==> src/rtl/seq_detector_param.sv <==
// seq_detector_param
// Serial sequence detector (Mealy) for a runtime-loadable PAT_LEN-bit pattern.
// The first bit received is compared against pattern bit PAT_LEN-1.
//
// Ports:
//   clk          rising-edge clock
//   reset        asynchronous reset, active-high
//   x            serial data bit
//   x_valid      x is sampled only while high
//   overlap      1 = overlapping matches, 0 = matched bits are consumed
//   load         load pattern_in (takes priority over x_valid)
//   pattern_in   new pattern, bit PAT_LEN-1 is the first bit received
//   y            combinational match pulse, same cycle as the completing bit
//   armed        high once PAT_LEN-1 valid bits are held
//   match_count  saturating count of match pulses (only with SEQ_COUNT_EN)
//
// Build option: define SEQ_COUNT_EN to add the match_count port and counter.
//
// state | meaning
// FILL  | collecting the first PAT_LEN-1 valid bits, y held low
// ARMED | history full, every valid bit can complete a match

module seq_detector_param #(
    parameter int                 PAT_LEN = 3,
    parameter logic [PAT_LEN-1:0] PATTERN = 3'b101,
    parameter int                 CNT_W   = 8
) (
    input  logic               clk,
    input  logic               reset,
    input  logic               x,
    input  logic               x_valid,
    input  logic               overlap,
    input  logic               load,
    input  logic [PAT_LEN-1:0] pattern_in,
    output logic               y,
`ifdef SEQ_COUNT_EN
    output logic [CNT_W-1:0]   match_count,
`endif
    output logic               armed
);

    localparam int FILL_W = $clog2(PAT_LEN);
    localparam logic [FILL_W-1:0] FILL_PENULT = FILL_W'(PAT_LEN - 2);

    typedef enum logic {
        FILL  = 1'b0,
        ARMED = 1'b1
    } state_t;

    state_t             state, state_nxt;
    logic [PAT_LEN-1:0] pat_r, pat_nxt;
    logic [PAT_LEN-2:0] hist, hist_nxt;
    logic [FILL_W-1:0]  fill, fill_nxt;
    logic [PAT_LEN-1:0] window;

    // Candidate window: held history followed by the bit on the wire now.
    assign window = {hist, x};

    always_ff @(posedge clk or posedge reset) begin
        if (reset) begin
            state <= FILL;
            pat_r <= PATTERN;
            hist  <= '0;
            fill  <= '0;
        end else begin
            state <= state_nxt;
            pat_r <= pat_nxt;
            hist  <= hist_nxt;
            fill  <= fill_nxt;
        end
    end

    always_comb begin
        state_nxt = state;
        pat_nxt   = pat_r;
        hist_nxt  = hist;
        fill_nxt  = fill;
        y         = 1'b0;
        if (load) begin
            pat_nxt   = pattern_in;
            hist_nxt  = '0;
            fill_nxt  = '0;
            state_nxt = FILL;
        end else if (x_valid) begin
            case (state)
                FILL: begin
                    hist_nxt = window[PAT_LEN-2:0];
                    fill_nxt = fill + 1'b1;
                    if (fill == FILL_PENULT) begin
                        state_nxt = ARMED;
                    end
                end
                ARMED: begin
                    if (window == pat_r) begin
                        y = 1'b1;
                        if (overlap) begin
                            hist_nxt = window[PAT_LEN-2:0];
                        end else begin
                            // Matched bits are consumed; refill from scratch.
                            hist_nxt  = '0;
                            fill_nxt  = '0;
                            state_nxt = FILL;
                        end
                    end else begin
                        hist_nxt = window[PAT_LEN-2:0];
                    end
                end
                default: state_nxt = FILL;
            endcase
        end
    end

    assign armed = (state == ARMED);

`ifdef SEQ_COUNT_EN
    always_ff @(posedge clk or posedge reset) begin
        if (reset) begin
            match_count <= '0;
        end else if (load) begin
            match_count <= '0;
        end else if (y && (match_count != {CNT_W{1'b1}})) begin
            match_count <= match_count + 1'b1;
        end
    end
`else
    localparam int cnt_w_unused = CNT_W;
`endif

endmodule

==> config.mk <==
export PLATFORM = sky130hd
export DESIGN_NAME = seq_detector_param
export DESIGN_NICKNAME = d
export VERILOG_FILES = /design/src/rtl/seq_detector_param.sv
export SDC_FILE = /design/constraint.sdc
export NUM_CORES = 1
export LEC_CHECK = 0
export ABC_AREA = 1
export BUFFER_PORTS_ARGS = -buffer_cell sky130_fd_sc_hd__buf_2
export CORE_MARGIN = 3
export CORE_UTILIZATION = 35
export CTS_CLUSTER_DIAMETER = 150
export DETAILED_ROUTE_END_ITERATION = 10
export PLACE_DENSITY = 0.55
export SLEW_MARGIN = 20
export SYNTH_ARGS = -nofsm -noshare
export SYNTH_HDL_FRONTEND = slang
export SYNTH_SLANG_ARGS = --single-unit
export TNS_END_PERCENT = 30
==> constraint.sdc <==
create_clock -name clk -period 1.2 [get_ports clk]
set_clock_uncertainty 0.15 [all_clocks]
set_input_delay 0.18 -clock clk [delete_from_list [all_inputs] [get_ports clk]]
set_output_delay 0.18 -clock clk [all_outputs]
set_load 0.01 [all_outputs]
==> impl_metrics.toml <==
[run_status]
outcome = "complete, but fails checks"
violations = "setup timing"

[sta]
slew_viol_final = 0
max_freq_mhz = 623.8
relSlewSlack_pct = 78.70
setup-violations-final = 6
min_period_over_period_pct = 133.6
worst_pin_slew_ns = 0.3191
layout_min_cycle_time_ns = 1.603
hold_viol_final = 0
setup_ws_ns = -0.4030
rsz0062_at_grt = "yes"
tns_ns = -1.588

[final_layout]
design_area_um2 = 668.1
mostFrequentLayoutCells = "26 x nand2_1, 14 x inv_1, 10 x buf_2"
fillers = 116
regArea_um2 = 202.7
finalNonFillerCells = 104
final_common_cell = "nand2_1"
multi_input_area_um2 = 222.7
drive_above_1_share_pct = 32.22
antenna_cells = 0
area_growth_pct = 44.32
final_nets = 102

[yosys]
synth-edff-count = 0
syn_nets = 76
ys_ff_latch = 8
ys_warn_count = 0
synth_cells = 66
synth_area_um2 = 462.9
ys_types = 15
synth_ff_type = "dfrtp_1"
synthArstFlopShare_pct = 100.0
yosysSeqAreaShare_pct = 43.78
syn_area_per_cell_um2 = 7.014

[floorplanning]
num_rows = 12
initial_utilization_pct = 39.53
dieArea_um2 = 1795
fp.dieH_um = 42.37
chipWidth_um = 42.37
num_io_pins = 11
core-area_um2 = 1171

[global_route]
antenna_found_initial = 0
grt_pass1_vias = 425
track_usage_pct = 12.72
grt_first_pass_wirelength_um = 1731
grt.overflow.total = 0
grt_max_degree = 9

[hold_path]
hold_path_class = "input pin to register"
min_delay_path_depth = 4
min_to = "armed"
min-delay-start = "load"

[clocking]
h-tree-depth = 1
clk_pin_slew_ns = 0.06
worstSkewPairLatency_ns = 0.26
cts_tree = "yes"
root_buffer = "clkbuf_4"
clock_sinks = 8
cts_made_buffers = 3
clockBufferDepth = 2

[setup_path]
start_kind = "register"
worstPathRequired_ns = 0.87
path_cells = "xnor2_2 -> nand3_2 -> nor3_2 -> buf_2"
cp-startpoint = "pat_r[0]"
crit_type = "register to output pin"
r2r-start = "pat_r[0]"
cp_data_arrival_time_ns = 1.27
slowest_delay_ns = 0.55
cp-end-kind = "output pin"
cp_slowest_cell = "dfstp_2"
r2r_slack_ns = -0.24
r2r-end = "fill[1]"
path_buf_inv = 1
reg2regPathDepth = 7
crit_fanout = 2
critPathTopFamily = "flip-flops"

[pwr]
total_power_mw = 0.6979
p_leak_nw = 0.3766
power_density_nw_per_um2 = 1044
peakVddDrop_mv = 0.5049

[routing]
routed_wl_um = 984
ant_nets = 0
viasPerCell = 4.385
via_count = 456
drt_iter0_markers = 10
drtPass1Iterations = 4
drcViolationCount = 0
wire_per_inst_um = 9.462

[placed_design]
place_congestion = 0.7371
dp_cells = 96
pre_cts_slack_ns = -0.1381
io_buffers = 10
dp_hpwl_um = 754.2
placed_area_um2 = 580.6

[run]
drv_cap = 0
## cell usage after synthesis, types with 2 or more instances
| master | n | area [um2] |
|---|---|---|
| dfrtp_1 | 6 | 150.1 |
| nand3_1 | 3 | 15.01 |
| o21ai_0 | 2 | 10.01 |
| nor2_2 | 2 | 12.51 |
| nor2_1 | 3 | 11.26 |
| nand2_1 | 26 | 97.59 |
| nand4_1 | 2 | 12.51 |
| inv_1 | 14 | 52.55 |
| dfstp_2 | 2 | 52.55 |
## worst register-to-register path: stages (launching register included)
cell and delay [ns]:
dfstp_2 0.55, xnor2_2 0.12, nand3_2 0.10, buf_4 0.16, nand2_1 0.07, nand3_2 0.08, nand2_1 0.06, nand2_1 0.05
## how the worst max path moves through the flow
stage | to | slack, ns | depth (start not counted)
after global placement | y | -0.13 | 4
after CTS | y | -0.40 | 4
after detailed placement | y | -0.14 | 4
after global routing | y | -0.45 | 4
final | y | -0.40 | 4
after floorplan | hist[0] | -0.06 | 6
## stage by stage
stage               hold WS (ns)  util (%)
CTS                      0.07321     57.05
global route              0.1093     57.05
finish                   0.08436     57.05
floorplan                -0.1558         -
detailed placement     -0.004148     49.57
global placement       -0.007091     49.57
## cell type report
type / count / area share (%)
repair buffers: 22 / 22.47
multi-input cells: 43 / 33.33
clock buffers: 3 / 3.371
flip-flops and latches: 8 / 30.34
inverters: 14 / 7.865
well taps: 14 / 2.622
## power breakdown
| group | switching (mW) | internal (mW) | total [mW] | leakage [nW] |
|---|---|---|---|---|
| sequential | 0.0163 | 0.299 | 0.315 | 0.100 |
| combinational | 0.0875 | 0.0834 | 0.171 | 0.263 |
| clock | 0.0967 | 0.115 | 0.211 | 0.0138 |
## repair_timing
item | 4_1_cts | 5_1_grt
endpoints found under the setup margin | 6 | 6
hold buffers | 4 | 0
buffers inserted | 1 | 0
hold endpoints to repair | 11 | 0
pin swaps | 1 | 2
resized for setup | 3 | 0
## flip-flops by register name (all words and copies together), names as in the netlist
signal	cells
armed	1
fill	2
hist	2
pat_r	3
## cells by family after synthesis
family / synth area share (%)
AOI/OAI and AO/OA: 3.242
xor gates and xnor gates: 1.892
adders and majority gates: 2.702
buffers and inverters: 12.97
DFF: 43.78
and+or+nand+nor: 35.40
## routing by layer
layer	GRT usage [%]	part of all wire [%]	vias to the layer above
met1	16.89	50	196
met3	3.004	5.1	2
li1	-	-	248
met5	0	0	-
met4	7.453	1.0	0
met2	18.54	44	10
No activity file was read; power rests on OpenSTA's default activity.
